$ cat config.mk
export PLATFORM = sky130hd
export DESIGN_NAME = round_key_adder
export DESIGN_NICKNAME = d
export VERILOG_FILES = /design/src/rtl/aes_pkg.sv /design/src/rtl/valid_ready_skid.sv /design/src/rtl/round_key_adder.sv
export SDC_FILE = /design/constraint.sdc
export NUM_CORES = 2
export LEC_CHECK = 0
export ABC_AREA = 1
export ABC_CLOCK_PERIOD_IN_PS = 1670
export BUFFER_PORTS_ARGS = -buffer_cell sky130_fd_sc_hd__clkbuf_2
export CORE_ASPECT_RATIO = 1.4
export CORE_MARGIN = 2
export CORE_UTILIZATION = 56
export CTS_CLUSTER_DIAMETER = 200
export DETAILED_ROUTE_END_ITERATION = 7
export HOLD_SLACK_MARGIN = 0.05
export PLACE_DENSITY_LB_ADDON = 0.08
export SETUP_SLACK_MARGIN = 0.15
export SLEW_MARGIN = 5
export SYNTH_ARGS = -nofsm -noshare
export SYNTH_HDL_FRONTEND = slang
export SYNTH_SLANG_ARGS = --single-unit
$ cat constraint.sdc
create_clock -name clk -period 1.67 [get_ports clk]
set_input_delay 0.334 -clock clk [delete_from_list [all_inputs] [get_ports clk]]
set_output_delay 0.334 -clock clk [all_outputs]
set_load 0.03 [all_outputs]
$ cat src/rtl/aes_pkg.sv
// Shared AES sizing constants and the output skid-buffer state type.
package aes_pkg;

    localparam int AES_BLOCK_W     = 128;
    localparam int AES_KEY128_W    = 128;
    localparam int AES_KEY256_W    = 256;
    localparam int AES128_NUM_KEYS = 11;
    localparam int AES256_NUM_KEYS = 15;

    typedef enum logic [1:0] {
        BUF_EMPTY = 2'd0,
        BUF_ONE   = 2'd1,
        BUF_TWO   = 2'd2
    } buf_state_t;

endpackage

$ cat src/rtl/valid_ready_skid.sv
// Two-entry valid/ready skid buffer; upstream ready is a flop, never a path from downstream ready.
module valid_ready_skid
    import aes_pkg::*;
#(
    parameter int DATA_WIDTH = AES_BLOCK_W
) (
    input  logic                  clk,
    input  logic                  rst_n,
    input  logic                  up_valid,
    output logic                  up_ready,
    input  logic [DATA_WIDTH-1:0] up_data,
    output logic                  dn_valid,
    input  logic                  dn_ready,
    output logic [DATA_WIDTH-1:0] dn_data
);

    buf_state_t            state;
    logic [DATA_WIDTH-1:0] skid_p1;
    logic                  accept;
    logic                  take;

    assign accept = up_valid && up_ready;
    assign take   = dn_valid && dn_ready;

    // dn_data is the head entry; skid_p1 holds the second beat while stalled
    always_ff @(posedge clk or negedge rst_n) begin
        if (!rst_n) begin
            state    <= BUF_EMPTY;
            up_ready <= 1'b0;
            dn_valid <= 1'b0;
            dn_data  <= '0;
            skid_p1  <= '0;
        end else begin
            case (state)
                BUF_EMPTY: begin
                    up_ready <= 1'b1;
                    if (accept) begin
                        dn_data  <= up_data;
                        dn_valid <= 1'b1;
                        state    <= BUF_ONE;
                    end
                end
                BUF_ONE: begin
                    up_ready <= 1'b1;
                    if (accept && !take) begin
                        skid_p1  <= up_data;
                        up_ready <= 1'b0;
                        state    <= BUF_TWO;
                    end else if (accept && take) begin
                        dn_data <= up_data;
                    end else if (take) begin
                        dn_valid <= 1'b0;
                        state    <= BUF_EMPTY;
                    end
                end
                BUF_TWO: begin
                    if (take) begin
                        dn_data  <= skid_p1;
                        up_ready <= 1'b1;
                        state    <= BUF_ONE;
                    end
                end
                default: begin
                    dn_valid <= 1'b0;
                    up_ready <= 1'b0;
                    state    <= BUF_EMPTY;
                end
            endcase
        end
    end

endmodule

$ cat src/rtl/round_key_adder.sv
// AES AddRoundKey stage: round-key bank with load/clear, XOR of the selected key,
// and a skid-buffered valid/ready output.
module round_key_adder
    import aes_pkg::*;
#(
    parameter int  DATA_WIDTH = AES_BLOCK_W,
    parameter int  KEY_WIDTH  = AES_KEY128_W,
    parameter int  NUM_KEYS   = AES256_NUM_KEYS,
    localparam int IDX_W      = $clog2(NUM_KEYS)
) (
    input  logic                  clk,
    input  logic                  rst_n,
    input  logic                  key_wr_en,
    input  logic [IDX_W-1:0]      key_wr_idx,
    input  logic [KEY_WIDTH-1:0]  key_wr_data,
    input  logic                  key_clear,
    input  logic                  data_valid_in,
    output logic                  data_ready_out,
    input  logic [DATA_WIDTH-1:0] data_in,
    input  logic [IDX_W-1:0]      round_idx_in,
    output logic                  data_valid_out,
    input  logic                  data_ready_in,
    output logic [DATA_WIDTH-1:0] data_out,
    output logic                  key_err_out
);

    localparam int               IW1        = IDX_W + 1;
    localparam logic [IDX_W:0]   NUM_KEYS_X = IW1'(NUM_KEYS);
    localparam bit               IS_256     = (KEY_WIDTH == AES_KEY256_W);

    if (KEY_WIDTH != AES_KEY128_W && KEY_WIDTH != AES_KEY256_W) begin : g_bad_key_width
        $error("round_key_adder: KEY_WIDTH must be 128 or 256");
    end

    logic [DATA_WIDTH-1:0] bank [NUM_KEYS];
    logic [NUM_KEYS-1:0]   loaded;

    logic [DATA_WIDTH-1:0] key_hi;
    logic [DATA_WIDTH-1:0] key_lo;
    logic [IDX_W-1:0]      wr_idx_lo;
    logic [IDX_W:0]        wr_last;
    logic                  wr_ok;
    logic                  wr_fire;

    logic [DATA_WIDTH-1:0] rd_key;
    logic                  rd_loaded;
    logic                  accept;
    logic [DATA_WIDTH-1:0] beat_p0;

    assign key_hi    = DATA_WIDTH'(key_wr_data[KEY_WIDTH-1 -: AES_BLOCK_W]);
    assign key_lo    = DATA_WIDTH'(key_wr_data[AES_BLOCK_W-1:0]);
    assign wr_idx_lo = key_wr_idx + IDX_W'(1);
    // A 256-bit load touches idx and idx+1; the highest slot touched must exist
    assign wr_last   = IS_256 ? ({1'b0, key_wr_idx} + IW1'(1)) : {1'b0, key_wr_idx};
    assign wr_ok     = (wr_last < NUM_KEYS_X);
    assign wr_fire   = key_wr_en && wr_ok;

    // Out-of-range round indices match no slot and therefore read as unloaded
    always_comb begin
        rd_key    = '0;
        rd_loaded = 1'b0;
        for (int i = 0; i < NUM_KEYS; i++) begin
            if (round_idx_in == IDX_W'(i)) begin
                rd_key    = bank[i];
                rd_loaded = loaded[i];
            end
        end
    end

    assign accept  = data_valid_in && data_ready_out;
    assign beat_p0 = rd_loaded ? (data_in ^ rd_key) : data_in;

    always_ff @(posedge clk or negedge rst_n) begin
        if (!rst_n) begin
            loaded <= '0;
            for (int i = 0; i < NUM_KEYS; i++) begin
                bank[i] <= '0;
            end
        end else begin
            if (key_clear) begin
                loaded <= '0;
            end
            for (int i = 0; i < NUM_KEYS; i++) begin
                if (wr_fire && key_wr_idx == IDX_W'(i)) begin
                    bank[i]   <= key_hi;
                    loaded[i] <= 1'b1;
                end else if (wr_fire && IS_256 && wr_idx_lo == IDX_W'(i)) begin
                    bank[i]   <= key_lo;
                    loaded[i] <= 1'b1;
                end
            end
        end
    end

    always_ff @(posedge clk or negedge rst_n) begin
        if (!rst_n) begin
            key_err_out <= 1'b0;
        end else begin
            key_err_out <= (key_clear ? 1'b0 : key_err_out)
                         | (key_wr_en && !wr_ok)
                         | (accept && !rd_loaded);
        end
    end

    // Stage p0 -> p1: keyed beat enters the output skid buffer
    valid_ready_skid #(
        .DATA_WIDTH(DATA_WIDTH)
    ) u_skid (
        .clk      (clk),
        .rst_n    (rst_n),
        .up_valid (data_valid_in),
        .up_ready (data_ready_out),
        .up_data  (beat_p0),
        .dn_valid (data_valid_out),
        .dn_ready (data_ready_in),
        .dn_data  (data_out)
    );

endmodule

==> results.md <==
- Status: complete, but fails checks
- Failing checks: setup timing
- Sequential area share after synthesis: 55.5%
- Mapped Avg Cell Area: 7.86 µm²
- Worst r2r path cells: 17
- R2r setup slk: -0.74 ns
- # IOs: 401
- DP HPWL: 226 mm
- Yosys cell types: 27
- CTS tree: done
- Gr ovfl total: 0
- Post-route ant nets: 0
- # DRC: 0
- Core Region: 0.176 mm²
- Final Max Slew Viols: 0
- Setup_tns: -139.46 ns
- Final nets: 13,700
- CTS clk-pin slew, worst paths: 0.07 ns
- Die Y-Extent: 502 µm
- Max Cap Viol: 0
- Min cycle time layout: 2.41 ns
- Hold endpoint: bank[793]
- Clk_skew: 0.0305 ns
- Worst Tran Pin Value: 0.647 ns
- Net Count, Synth: 12,900
- Count of input and output buffers: 400
- Placer Congestion: 0.920
- Async set-reset flop share out of synthesis: 100%
- CP cell instances: nand3_1 -> nand3_1 -> nand2_1 -> nand4_1 -> o21bai_1 -> nand4_1 -> nand2_4 -> buf_12 -> buf_12 -> buf_8 -> nand4_1 -> nand2_1 -> nand2_1 -> nand2_1 -> nand2_1 -> nand2_1 -> nand2_1
- Worst-Skew Late Latency: 0.87 ns
- Count of state elements after synthesis: 2,196
- Initial antenna violation count: 31
- CTS root buf: clkbuf_16
- WHS Path Cells: 6
- Unrepaired setup endpoints after global routing: true
- Final Power: 137 mW
- Most frequent cells in the layout: nand2_1, dfrtp_1, o21ai_0
- WS Path Type: flop to flop
- Number of detailed-route iterations in the first pass: 8
- Synth Warn #: 0
- CP dominant cell by count: nand2_1
- Die area: 0.180 mm²
- Bufs on Longest Clock Path: 3
- CP peak stage delay: 0.37 ns
- Final hold vios: 0
- Initial core utilization: 56.3%
- Final setup violation count: 388
- Vias in the first global route: 88,300
- Worst setup EP type: flop
- Pleak: 60.1 nW
- Initial drt markers: 9,399
- VDD IR max: 0.00122 V
- Tot GR Track Use: 36.8%
- Crit path DAT: 3.16 ns
- R2R Path End: u_skid.dn_data[75]
- Total number of vias: 91,000
- Worst setup margin: -0.741 ns
- Worst R2R Start: loaded[0]
- Worst hold path type: input port to flop
- CTS buffer count: 206
- P per Cell Area: 1110 mW/mm²
- Avg Vias per Cell: 5.70
- Area Growth Syn to Fin: 24.6%
- Worst Path Required: 2.42 ns
- Global-route wire length before repair: 514 mm
- Worst Setup Start Kind: flop
- Cell count after synthesis: 12,600
- Main flop type after synthesis: dfrtp_1
- Post-synth EDFFs: 0
- Die Wd: 359 µm
- WL/cell: 21.1 µm
- CTS H-tree lvls: 4
- Share of layout cells above drive strength 1: 14.8%
- Max FO, Critical Path: 6
- Worst slew margin: 56.9%
- Pin count of the biggest net entering global routing: 107
- Clk sinks: 2,196
- Hold_sp: key_wr_idx[2]
- Commonest non-fill, non-tap cell in the layout: nand2_1
- CP max stage cell: dfrtp_1
- Drt total wl: 337 mm
- Place WS: -1.19 ns
- # rows: 182
- Final Cycle Share: 144%
- Max Freq: 415 MHz
- Cell area after synthesis: 0.0990 mm²
- Util after Layout: 70.2%
[cell usage after synthesis, types with 2 or more instances]
cell	n	area, µm²
nand2_1	4747	17800
dfrtp_1	2196	55000
o21ai_0	2184	10900
inv_1	988	3710
clkbuf_1	844	3170
nor2_1	429	1610
nand3_1	418	2090
nand4_1	408	2550
or2_2	138	863
a21oi_1	59	295
o21ai_1	56	280
buf_1	40	150
or2_0	28	175
buf_2	24	120
nand3b_1	23	173
inv_2	8	30.0
a31oi_1	4	25.0
clkinv_1	3	11.3
nor2_2	2	12.5
o221ai_1	2	17.5
[where the power goes]
part | switching (mW) | internal (mW) | leakage [nW] | total, mW
Sequential | 4.64 | 63.0 | 27.7 | 67.6
Combinational | 12.0 | 7.62 | 28.8 | 19.6
Clock | 21.2 | 28.5 | 3.53 | 49.7
Total | 37.8 | 99.1 | 60.1 | 137
[timing repair]
item	CTS	global route
gates resized for setup	85	724
cloned	8	6
endpoints found under the hold margin	3619	0
setup buffers	10	70
pin swaps	74	113
hold buffers	261	0
endpoints found under the setup margin	388	388
[registers in the layout, indices dropped and copies added (netlist names)]
register,cells
u_skid.up_ready,1
u_skid.dn_data,128
bank,1920
u_skid.state,2
u_skid.dn_valid,1
u_skid.skid_p1,128
key_err_out,1
loaded,15
[per-layer routing]
layer | part of all wire (%) | vias up | global-route usage (%)
li1 | - | 41700 | -
met4 | 4.9 | 38 | 15.8
met5 | 0.080 | - | 0
met1 | 39 | 44200 | 48.4
met3 | 8.6 | 916 | 6.93
met2 | 47 | 4104 | 60.0
[how the worst max path moves through the flow]
stage / start / end / slack (ns) / cells past startpoint
floorplan: round_idx_in[3] / u_skid.dn_data[118] / -0.30 / 18
CTS: loaded[0] / u_skid.dn_data[69] / -0.55 / 16
global placement: round_idx_in[2] / u_skid.dn_data[18] / -1.14 / 16
detailed placement: round_idx_in[0] / u_skid.dn_data[18] / -1.19 / 18
global route: loaded[1] / u_skid.dn_data[75] / -0.85 / 17
finish: loaded[0] / u_skid.dn_data[75] / -0.74 / 17
[cells by family (layout without fill, tap and decap cells)]
logic type | Yosys count | count (layout) | synth area share [%]
AOI/OAI and AO/OA | 2308 | 2308 | 11.7
buffers and inverters | 1907 | 2938 | 7.26
DFF | 2196 | 2196 | 55.5
other | 0 | 18 | 0
and+or+nand+nor | 6197 | 6197 | 25.6
[metrics by stage]
step / cell area, µm² / hold WS (ns) / std cells
4_1_cts: 121000 / 0.132 / 15900
2_1_floorplan: 99500 / 0.0384 / 12600
5_1_grt: 123000 / 0.180 / 15900
3_5_place_dp: 111000 / 0.240 / 15200
3_3_place_gp: 111000 / 0.247 / 15200
6_report: 123000 / 0.170 / 16000
[layout make-up]
cell class | instances | area [µm²]
Multi-Input combinational cell | 8505 | 38100
Tap cell | 2300 | 2880
Clock inverter | 84 | 940
Clock buffer | 300 | 6170
Antenna cell | 18 | 45.0
Fill cell | 13900 | 52400
Inverter | 999 | 3830
Sequential cell | 2196 | 55000
Timing Repair Buffer | 1555 | 16500
[critical path, delay by kind of cell (launching register included)]
family                 cells  cell delay (ns)
AOI/OAI and AO/OA          1             0.15
buffers and inverters      3             0.45
and+or+nand+nor           13             1.30
DFF                        1             0.37
(Power assumes the default switching activity.)
